### config.mk
export PLATFORM = sky130hd
export DESIGN_NAME = sseg_scan_ctrl_flat
export DESIGN_NICKNAME = d
export VERILOG_FILES = /design/src/rtl/sseg_pkg.sv /design/src/rtl/sseg_scan_ctrl_if.sv /design/src/rtl/hex_to_sseg.sv /design/src/rtl/sseg_scan_ctrl.sv /design/src/flat_wrapper.sv
export SDC_FILE = /design/constraint.sdc
export NUM_CORES = 1
export LEC_CHECK = 0
export CORE_UTILIZATION = 40
export CTS_BUF_LIST = sky130_fd_sc_hd__clkbuf_4
export DETAILED_ROUTE_END_ITERATION = 8
export HOLD_SLACK_MARGIN = 0.06
export PLACE_DENSITY_LB_ADDON = 0.15
export SLEW_MARGIN = 20
export SYNTH_ARGS = -nofsm -noshare
export SYNTH_HDL_FRONTEND = slang
export SYNTH_SLANG_ARGS = --single-unit
### constraint.sdc
create_clock -name M_CLOCK -period 3.25 [get_ports M_CLOCK]
set_input_delay 0.325 -clock M_CLOCK [delete_from_list [all_inputs] [get_ports M_CLOCK]]
set_output_delay 0.325 -clock M_CLOCK [all_outputs]
set_load 0.1 [all_outputs]
### src/rtl/sseg_pkg.sv
// Shared types and constants for the seven-segment scan controller.
// Segment patterns are active-low {g,f,e,d,c,b,a}.
package sseg_pkg;

    typedef enum logic [1:0] {
        OFF  = 2'd0,
        GAP  = 2'd1,
        SHOW = 2'd2
    } scan_state_t;

    localparam logic [6:0] SEG_OFF = 7'b1111111;

    localparam logic [3:0] DIGIT_EN [0:3] = '{4'b0111, 4'b1011, 4'b1101, 4'b1110};

    localparam logic [6:0] SEG_HEX_0 = 7'b1000000;
    localparam logic [6:0] SEG_HEX_1 = 7'b1111001;
    localparam logic [6:0] SEG_HEX_2 = 7'b0100100;
    localparam logic [6:0] SEG_HEX_3 = 7'b0110000;
    localparam logic [6:0] SEG_HEX_4 = 7'b0011001;
    localparam logic [6:0] SEG_HEX_5 = 7'b0010010;
    localparam logic [6:0] SEG_HEX_6 = 7'b0000010;
    localparam logic [6:0] SEG_HEX_7 = 7'b1111000;
    localparam logic [6:0] SEG_HEX_8 = 7'b0000000;
    localparam logic [6:0] SEG_HEX_9 = 7'b0011000;
    localparam logic [6:0] SEG_HEX_A = 7'b0001000;
    localparam logic [6:0] SEG_HEX_B = 7'b0000011;
    localparam logic [6:0] SEG_HEX_C = 7'b1000110;
    localparam logic [6:0] SEG_HEX_D = 7'b0100001;
    localparam logic [6:0] SEG_HEX_E = 7'b0000110;
    localparam logic [6:0] SEG_HEX_F = 7'b0001110;

endpackage

### src/rtl/sseg_scan_ctrl_if.sv
// Valid/ready port carrying new display contents into the scan controller.
interface sseg_scan_ctrl_if;
    logic        upd_valid;
    logic        upd_ready;
    logic [15:0] upd_value;
    logic [3:0]  upd_dp;
    logic [3:0]  upd_blank;

    modport master (
        output upd_valid,
        output upd_value,
        output upd_dp,
        output upd_blank,
        input  upd_ready
    );

    modport slave (
        input  upd_valid,
        input  upd_value,
        input  upd_dp,
        input  upd_blank,
        output upd_ready
    );
endinterface

### src/rtl/hex_to_sseg.sv
// Combinational hex nibble to active-low seven-segment pattern {g..a}.
module hex_to_sseg
    import sseg_pkg::*;
(
    input  logic [3:0] nibble,
    output logic [6:0] seg
);

    // Full 16-entry hex glyph table
    always_comb begin
        seg = SEG_OFF;
        case (nibble)
            4'h0:    seg = SEG_HEX_0;
            4'h1:    seg = SEG_HEX_1;
            4'h2:    seg = SEG_HEX_2;
            4'h3:    seg = SEG_HEX_3;
            4'h4:    seg = SEG_HEX_4;
            4'h5:    seg = SEG_HEX_5;
            4'h6:    seg = SEG_HEX_6;
            4'h7:    seg = SEG_HEX_7;
            4'h8:    seg = SEG_HEX_8;
            4'h9:    seg = SEG_HEX_9;
            4'hA:    seg = SEG_HEX_A;
            4'hB:    seg = SEG_HEX_B;
            4'hC:    seg = SEG_HEX_C;
            4'hD:    seg = SEG_HEX_D;
            4'hE:    seg = SEG_HEX_E;
            4'hF:    seg = SEG_HEX_F;
            default: seg = SEG_OFF;
        endcase
    end

endmodule

### src/rtl/sseg_scan_ctrl.sv
// Four-digit common-anode scan controller with blanking gaps and
// frame-aligned double-buffered content updates.
module sseg_scan_ctrl
    import sseg_pkg::*;
#(
    parameter int DIGIT_CYCLES = 50000,
    parameter int BLANK_CYCLES = 500
) (
    input  logic                    M_CLOCK,
    input  logic                    RESET,
    input  logic                    en,
    sseg_scan_ctrl_if.slave         upd,
    output logic [3:0]              IO_SSEGD,
    output logic [7:0]              IO_SSEG,
    output logic                    frame_tick
);

    localparam int MAX_CYC = (DIGIT_CYCLES > BLANK_CYCLES) ? DIGIT_CYCLES : BLANK_CYCLES;
    localparam int CNT_W   = (MAX_CYC > 1) ? $clog2(MAX_CYC) : 1;

    localparam logic [CNT_W-1:0] CNT_ZERO   = CNT_W'(32'd0);
    localparam logic [CNT_W-1:0] CNT_ONE    = CNT_W'(32'd1);
    localparam logic [CNT_W-1:0] BLANK_LAST = CNT_W'(BLANK_CYCLES - 32'sd1);
    localparam logic [CNT_W-1:0] DIGIT_LAST = CNT_W'(DIGIT_CYCLES - 32'sd1);

    scan_state_t      state_r, state_s;
    logic [1:0]       dig_r, dig_s;
    logic [CNT_W-1:0] cnt_r, cnt_s;
    logic             boundary_s;

    logic [15:0]      act_value_r, sh_value_r;
    logic [3:0]       act_dp_r, sh_dp_r;
    logic [3:0]       act_blank_r, sh_blank_r;
    logic             pending_r;
    logic             ready_r;
    logic             xfer_s;

    logic [1:0]       sel_s;
    logic [3:0]       nib_s;
    logic [6:0]       hex_seg_s;
    logic [3:0]       ssegd_s;
    logic [7:0]       seg_s;

    assign upd.upd_ready = ready_r;
    assign xfer_s        = upd.upd_valid & ready_r;

    // Next scan position; en low parks the scan in OFF from any state
    always_comb begin
        state_s    = state_r;
        dig_s      = dig_r;
        cnt_s      = cnt_r;
        boundary_s = 1'b0;
        if (!en) begin
            state_s = OFF;
            dig_s   = 2'd0;
            cnt_s   = CNT_ZERO;
        end else begin
            case (state_r)
                OFF: begin
                    state_s = GAP;
                    dig_s   = 2'd0;
                    cnt_s   = CNT_ZERO;
                end
                GAP: begin
                    if (cnt_r == BLANK_LAST) begin
                        state_s = SHOW;
                        cnt_s   = CNT_ZERO;
                    end else begin
                        cnt_s = cnt_r + CNT_ONE;
                    end
                end
                SHOW: begin
                    if (cnt_r == DIGIT_LAST) begin
                        state_s    = GAP;
                        dig_s      = dig_r + 2'd1;
                        cnt_s      = CNT_ZERO;
                        boundary_s = (dig_r == 2'd3);
                    end else begin
                        cnt_s = cnt_r + CNT_ONE;
                    end
                end
                default: begin
                    state_s = OFF;
                    dig_s   = 2'd0;
                    cnt_s   = CNT_ZERO;
                end
            endcase
        end
    end

    // Digit 0 lives in the most-significant nibble and bit 3 of dp/blank
    assign sel_s = 2'd3 - dig_s;

    // Select the active nibble for the digit about to be shown
    always_comb begin
        nib_s = 4'h0;
        case (dig_s)
            2'd0:    nib_s = act_value_r[15:12];
            2'd1:    nib_s = act_value_r[11:8];
            2'd2:    nib_s = act_value_r[7:4];
            2'd3:    nib_s = act_value_r[3:0];
            default: nib_s = 4'h0;
        endcase
    end

    hex_to_sseg u_hex (
        .nibble (nib_s),
        .seg    (hex_seg_s)
    );

    // Pin values derived from the next state so pins switch with the state
    always_comb begin
        ssegd_s = 4'b1111;
        seg_s   = 8'hFF;
        if (state_s == SHOW) begin
            ssegd_s = DIGIT_EN[dig_s];
            if (act_blank_r[sel_s]) begin
                seg_s = 8'hFF;
            end else begin
                seg_s = {~act_dp_r[sel_s], hex_seg_s};
            end
        end else begin
            ssegd_s = 4'b1111;
            seg_s   = 8'hFF;
        end
    end

    // Scan FSM, registered pins and the shadow/active content buffers
    always_ff @(posedge M_CLOCK) begin
        if (RESET) begin
            state_r     <= OFF;
            dig_r       <= 2'd0;
            cnt_r       <= CNT_ZERO;
            frame_tick  <= 1'b0;
            IO_SSEGD    <= 4'b1111;
            IO_SSEG     <= 8'hFF;
            act_value_r <= 16'h0000;
            act_dp_r    <= 4'b0000;
            act_blank_r <= 4'b1111;
            sh_value_r  <= 16'h0000;
            sh_dp_r     <= 4'b0000;
            sh_blank_r  <= 4'b0000;
            pending_r   <= 1'b0;
            ready_r     <= 1'b1;
        end else begin
            state_r    <= state_s;
            dig_r      <= dig_s;
            cnt_r      <= cnt_s;
            frame_tick <= boundary_s;
            IO_SSEGD   <= ssegd_s;
            IO_SSEG    <= seg_s;
            // A transfer needs pending low, so it never collides with a swap
            if (boundary_s && pending_r) begin
                act_value_r <= sh_value_r;
                act_dp_r    <= sh_dp_r;
                act_blank_r <= sh_blank_r;
                pending_r   <= 1'b0;
                ready_r     <= 1'b1;
            end else if (xfer_s) begin
                sh_value_r <= upd.upd_value;
                sh_dp_r    <= upd.upd_dp;
                sh_blank_r <= upd.upd_blank;
                pending_r  <= 1'b1;
                ready_r    <= 1'b0;
            end
        end
    end

endmodule

### src/flat_wrapper.sv
// flat-port wrapper written by rule: the top's interface ports become plain ports
module sseg_scan_ctrl_flat import sseg_pkg::*;
#(
    parameter int DIGIT_CYCLES = 50000,
    parameter int BLANK_CYCLES = 500
)
  (M_CLOCK, RESET, en, IO_SSEGD, IO_SSEG, frame_tick, upd_upd_valid, upd_upd_value, upd_upd_dp, upd_upd_blank, upd_upd_ready);
  sseg_scan_ctrl_if upd_i ();
  input  logic M_CLOCK;
  input  logic RESET;
  input  logic en;
  output logic [3:0] IO_SSEGD;
  output logic [7:0] IO_SSEG;
  output logic frame_tick;
  input wire logic [$bits(upd_i.upd_valid)-1:0] upd_upd_valid;
  input wire logic [$bits(upd_i.upd_value)-1:0] upd_upd_value;
  input wire logic [$bits(upd_i.upd_dp)-1:0] upd_upd_dp;
  input wire logic [$bits(upd_i.upd_blank)-1:0] upd_upd_blank;
  output wire logic [$bits(upd_i.upd_ready)-1:0] upd_upd_ready;
  assign upd_i.upd_valid = upd_upd_valid;
  assign upd_i.upd_value = upd_upd_value;
  assign upd_i.upd_dp = upd_upd_dp;
  assign upd_i.upd_blank = upd_upd_blank;
  assign upd_upd_ready = upd_i.upd_ready;
  sseg_scan_ctrl #(.DIGIT_CYCLES(DIGIT_CYCLES), .BLANK_CYCLES(BLANK_CYCLES)) u_core (.M_CLOCK(M_CLOCK), .RESET(RESET), .en(en), .upd(upd_i), .IO_SSEGD(IO_SSEGD), .IO_SSEG(IO_SSEG), .frame_tick(frame_tick));
endmodule
==> flow_summary.ini, run 1 <==
[synth]
syn-cell-area_um2 = 3680
yosysMostFrequentCell = nand2_1
synth_top_area_share_pct = 45.1
avgSynthCellArea_um2 = 8.54
yosysWarnings = 0
synth_nets = 471
ys_seq_elements = 83
synth_edf_count = 0
yosysSeqAreaShare_pct = 45.1
synth_flop_cell = dfxtp_1
async_reset_ff_share_pct = 0
synth_largest_area_cell = dfxtp_1
synth_commonest_cells = nand2_1 (101), dfxtp_1 (83), a21oi_1 (46)
yosysUniqueCellTypes = 49
yosys-top-cells-area = dfxtp_1 (45%), nand2_1 (10%), a21oi_1 (6.3%)
syn_inst = 431

[routing]
post-route-drc-count = 1
via_per_inst = 5.14
routed-via-count = 3117
postRouteAntennaNets = 0
wl_per_cell_um = 13.4
first_pass_iters = 7
postRouteWirelength_mm = 8.10
drt_first_iter_violations = 102

[clock_network]
clkSinkCount = 83
cts_tree = yes
clk_pin_slew_ns = 0.16
clkLatencyLatePin_ns = 0.44
cts_root_buffer = clkbuf_4
htreeDepth = 3
numCtsBuffers = 9
ctsLongestPathBuffers = 2

[power_and_ir_drop]
total_power_w = 0.00171
p_leak_nw = 1.68
p_int_w = 0.00126
power_frac_comb_pct = 6.1
seq_power_share_pct = 61.3
p_sw_share_pct = 26.6
power_switching_w = 0.000454
peakVddDrop_uv = 193
powerDensity_nw_per_um2 = 376
p_clk_share_pct = 32.7

[setup_path]
critPathLaunch = u_core.cnt_r[7]$_SDFF_PP0_
cp.buffers_inverters = 2
cpMaxStageDelayCell = or4b_4
cp_max_fo = 4
ff2ff_path_depth = 11
arrival_ns = 3.50
cp-start-kind = register
cp-end-kind = register
r2r_start = u_core.cnt_r[7]$_SDFF_PP0_
cp.required_ns = 3.58
r2r_setup_slack_ns = 0.08
cpPeakStageDelay_ns = 0.55
critical_path_class = register to register
path_depth = 11
cp_cell_sequence = buf_4 > or4b_4 > o41a_1 > o21ai_2 > a21oi_4 > mux2_4 > ha_4 > inv_2 > mux4_2 > nor2_2 > o31ai_2
cpLargestDelayFamily = compound AO/OA/AOI/OAI gates

[global_route]
grt_max_degree = 57
grt_usage_pct = 18.0
grt_overflow = 0
grt_pass1_wl_mm = 14.0
grt_pass1_vias = 3023
antenna_found_initial = 0

[die]
pin_count = 42
die_x_um = 97.9
dieArea_um2 = 9590
start_util_pct = 41.8
num_rows = 34
die_h_um = 97.9
core-area_um2 = 8810

[timing]
period_needed_ns = 3.17
setup_violations = 0
tightestPinTransition_ns = 1.00
fin_skew_ns = 0.0255
hold_violations = 0
drv_slew = 0
max_freq_mhz = 316
tns_ns = 0
slew_headroom_pct = 33.2
post-route-period-util_pct = 97.4
timing.final.ws_setup_ns = 0.0839

[job]
maxCapViolations = 0

[worst_hold_path]
hold_start = upd_upd_value[4]
whs_path_depth = 3
hold_path_class = primary input to register

[final_layout]
drive_gt1_share_pct = 14.3
final_nets = 533
syn_to_final_growth_pct = 23.4
final_core_util_pct = 51.6
n_fill_cell = 871
n_antenna_cell = 0

[place]
dp_slack_ns = -0.138
port-buffer-count = 41
hpwl_mm = 5.88
gp_congestion = 0.766

[run_status]
violations = design-rule violations
status = finished, violations left
[tightest hold or removal path: stages]
cell             delay, ns
clkdlybuf4s50_1       0.39
nand2_1               0.05
a21oi_1               0.05
[layout make-up]
| class | count | area, um2 | area share [%] |
|---|---|---|---|
| clock buffers | 9 | 67.6 | 1.49 |
| clock inverters | 7 | 61.3 | 1.35 |
| inverters | 11 | 41.3 | 0.908 |
| multi-input cells | 317 | 1950 | 42.8 |
| flip-flops and latches | 83 | 1660 | 36.6 |
| well taps | 108 | 135 | 2.97 |
| repair buffers | 71 | 631 | 13.9 |
[path summary, 6_finish.rpt]
kind                                             to
setup reg to reg       u_core.IO_SSEG[3]$_SDFF_PP1_
hold reg to reg     u_core.act_dp_r[3]$_SDFFE_PP0P_
setup / recovery       u_core.IO_SSEG[3]$_SDFF_PP1_
hold / removal    u_core.sh_value_r[4]$_SDFFE_PP0P_
[kinds of logic (layout without fill, tap and decap cells)]
| family | count (synthesis) | in the layout | synth area share [%] |
|---|---|---|---|
| simple gates | 191 | 191 | 24.1 |
| mux | 19 | 19 | 5.95 |
| buf+inv | 31 | 98 | 3.47 |
| compound gates | 77 | 77 | 13.0 |
| flops | 83 | 83 | 45.1 |
| fa+ha+maj | 12 | 12 | 4.08 |
| xor+xnor | 18 | 18 | 4.28 |
[power groups by stage]
stage	Clock (W)	Combinational (W)	Sequential, W
final	0.000559	0.000104	0.00105
after global routing	0.000624	0.000115	0.00105
after CTS	0.000578	0.000104	0.00105
after detailed placement	0	0.000104	0.00107
after global placement	0	0.000103	0.00107
after floorplan	0	0.0000469	0.00107
[state kept, by name, indices dropped and copies added (netlist names), 4 cells and up]
register / count
u_core.sh_value_r: 16
u_core.cnt_r: 16
u_core.sh_dp_r: 4
u_core.IO_SSEGD: 4
u_core.act_value_r: 16
u_core.sh_blank_r: 4
u_core.act_dp_r: 4
u_core.act_blank_r: 4
u_core.IO_SSEG: 8
[placed cells by master (no fill, tap or decap), types with 2 or more instances in the layout]
master             n
a211o_1            2
a211oi_1           8
a21oi_1           46
and2_1             4
and3_1             7
and4_1             3
buf_4             30
clkbuf_4           9
clkdlybuf4s50_1   40
clkinv_4           3
clkinvlp_4         2
dfxtp_1           81
dfxtp_2            2
ha_1              11
inv_1             10
mux2_2             2
mux2_4             2
mux2i_1           13
nand2_1          101
nand3_1           20
nand3b_1           2
nand4_1            4
nor2_1            27
nor2b_1            2
nor3_1             9
nor4_1             3
o211ai_1           2
o21a_1             2
o21ai_0            2
xnor2_1            7
xor2_1            11
[metal layers]
layer	up-vias	share of wire (%)	global-route usage [%]
met5	-	0	0
met1	1446	50	24.4
met3	9	3.3	3.08
li1	1610	-	-
met4	0	1.4	7.23
met2	52	45	28.3
[stage by stage]
stage                     std cells  instance area [um2]  hold slack [ns]
after floorplan                 431                 3680            0.425
after global placement          588                 4350            0.440
after detailed placement        588                 4350            0.446
after CTS                       604                 4490            0.381
after global routing            606                 4550            0.400
final                           606                 4550            0.406
[what timing repair did]
item / 4_1_cts / 5_1_grt
pin swaps: 0 / 5
setup buffers: 0 / 2
gates cloned: 0 / 0
hold buffers: 0 / 0
endpoints found under the setup margin: 4 / 2
resized for setup: 2 / 11
Power figures use the tool's default switching activity.
==> run 2: changes to the inputs <==
--- a/config.mk
+++ b/config.mk
@@ -5,7 +5,9 @@
 export SDC_FILE = /design/constraint.sdc
 export NUM_CORES = 1
 export LEC_CHECK = 0
-export CORE_UTILIZATION = 40
+export CELL_PAD_IN_SITES_DETAIL_PLACEMENT = 0
+export CELL_PAD_IN_SITES_GLOBAL_PLACEMENT = 2
+export CORE_UTILIZATION = 35
 export CTS_BUF_LIST = sky130_fd_sc_hd__clkbuf_4
 export DETAILED_ROUTE_END_ITERATION = 8
 export HOLD_SLACK_MARGIN = 0.06
==> flow_summary.ini, run 2 (same netlist as run 1, synthesis figures left out) <==
[setup_path]
arrival_ns = 3.49
cp-start-kind = register
cp-end-kind = register
cp_max_fo = 6
r2r_setup_slack_ns = 0.12
r2r_end = u_core.IO_SSEG[3]$_SDFF_PP1_
cp.required_ns = 3.61
r2r_start = u_core.cnt_r[10]$_SDFF_PP0_
critical_path_class = register to register
ff2ff_path_depth = 10

[final_layout]
final_nets = 515
syn_to_final_growth_pct = 20.7
reg_top3 = u_core.act_value_r x16, u_core.cnt_r x16, u_core.sh_value_r x16
n_antenna_cell = 0
n_fill_cell = 1095
layout_common_cells = nand2_1 (101), dfxtp_1 (83), a21oi_1 (46)
drive_gt1_share_pct = 9.17
final_common_cell = nand2_1
final_core_util_pct = 43.2

[clock_network]
clkSinkCount = 83
ctsLongestPathBuffers = 2
cts_setup_buffers = 0
cts-hold-fix-buffers = 0
htreeDepth = 3
cts_tree = yes
clk_pin_slew_ns = 0.15
cts_root_buffer = clkbuf_4
numCtsBuffers = 9
clkLatencyLatePin_ns = 0.46

[timing]
tightestPinTransition_ns = 1.04
slew_headroom_pct = 30.4
post-route-period-util_pct = 96.4
setup_violations = 0
hold_violations = 0
period_needed_ns = 3.13
fin_skew_ns = 0.0171
timing.final.ws_setup_ns = 0.118
drv_slew = 0
max_freq_mhz = 319

[place]
port-buffer-count = 41
gp_congestion = 0.812
dp_slack_ns = 0.175
hpwl_mm = 5.98

[die]
pin_count = 42
die_x_um = 105
core-area_um2 = 10300
start_util_pct = 35.8
die_h_um = 105
num_rows = 37
dieArea_um2 = 10900

[global_route]
grt_overflow = 0
grt_pass1_vias = 2816
grt_pass1_wl_mm = 14.0
antenna_found_initial = 0
grt_max_degree = 57
grt_usage_pct = 16.2

[run_status]
status = completed

[routing]
wl_per_cell_um = 13.7
post-route-drc-count = 0
postRouteAntennaNets = 0
first_pass_iters = 4
drt_first_iter_violations = 111
postRouteWirelength_mm = 8.43
via_per_inst = 4.94
routed-via-count = 3042

[worst_hold_path]
hold_path_class = primary input to register
whs_path_depth = 3
holdPathEnd = u_core.sh_dp_r[3]$_SDFFE_PP0P_
hold_start = upd_upd_dp[3]

[power_and_ir_drop]
powerDensity_nw_per_um2 = 405
p_leak_nw = 1.60
peakVddDrop_uv = 228

[job]
maxCapViolations = 0
==> run 2: cell count changes in the layout (fill, tap and decap cells not counted), moves of 2 or more <==
cell	change
clkinv_4	-2
dfxtp_2	-2
buf_4	-19
dfxtp_1	+2
==> run 2: per-layer routing <==
| metal | wire (um) | track usage, % | up-vias |
|---|---|---|---|
| met2 | 3800 | 24.7 | 57 |
| met1 | 4230 | 22.2 | 1392 |
| met3 | 278 | 3.81 | 9 |
| li1 | - | - | 1584 |
| met4 | 119 | 6.14 | 0 |
| met5 | 0 | 0 | - |
==> run 2: report_power, final <==
| part | internal (W) | switching, W |
|---|---|---|
| sequential | 0.00104 | 0.0000114 |
| clock | 0.000248 | 0.000404 |
| combinational | 0.0000479 | 0.0000527 |
| total | 0.00133 | 0.000468 |
==> run 2: how the worst max path moves through the flow <==
stage,start,slack [ns],end
2_1_floorplan,u_core.cnt_r[10]$_SDFF_PP0_,0.29,u_core.IO_SSEG[3]$_SDFF_PP1_
3_3_place_gp,u_core.cnt_r[10]$_SDFF_PP0_,0.25,u_core.IO_SSEG[3]$_SDFF_PP1_
3_5_place_dp,u_core.cnt_r[0]$_SDFF_PP0_,0.17,u_core.IO_SSEG[3]$_SDFF_PP1_
4_1_cts,u_core.cnt_r[0]$_SDFF_PP0_,0.15,u_core.IO_SSEG[3]$_SDFF_PP1_
5_1_grt,u_core.cnt_r[10]$_SDFF_PP0_,-0.03,u_core.IO_SSEG[3]$_SDFF_PP1_
6_report,u_core.cnt_r[10]$_SDFF_PP0_,0.12,u_core.IO_SSEG[3]$_SDFF_PP1_
==> run 2: layout make-up <==
| cell class | instances | area [um2] | area share (%) |
|---|---|---|---|
| clock buffers | 9 | 67.6 | 1.52 |
| clock inverters | 7 | 85.1 | 1.91 |
| inverters | 11 | 41.3 | 0.929 |
| well taps | 136 | 170 | 3.83 |
| multi-input cells | 317 | 1910 | 43.0 |
| flip-flops and latches | 83 | 1660 | 37.4 |
| repair buffers | 53 | 508 | 11.4 |
==> run 2: timing repair <==
item	4_1_cts	5_1_grt
endpoints found under the setup margin	0	3
endpoints found under the hold margin	0	0
gates resized for setup	0	2
==> run 2: stage by stage <==
| step | TNS, ns | cells | instance area, um2 | hold WS [ns] | total power (W) |
|---|---|---|---|---|---|
| after floorplan | 0 | 431 | 3680 | 0.425 | 0.00112 |
| after global placement | 0 | 600 | 4280 | 0.442 | 0.00117 |
| after detailed placement | 0 | 600 | 4280 | 0.446 | 0.00117 |
| after CTS | 0 | 616 | 4430 | 0.363 | 0.00183 |
| after global routing | -0.0454 | 616 | 4440 | 0.369 | 0.00189 |
| final | 0 | 616 | 4440 | 0.393 | 0.00180 |
==> run 2: worst max-delay path, stage by stage (launching register included) <==
cell and delay [ns]:
dfxtp_1 0.38, or4_4 0.56, o41a_1 0.50, o21ai_1 0.25
a21oi_2 0.14, mux2_4 0.35, ha_1 0.30, inv_1 0.10
mux4_1 0.28, nor2_1 0.10, o31ai_1 0.08
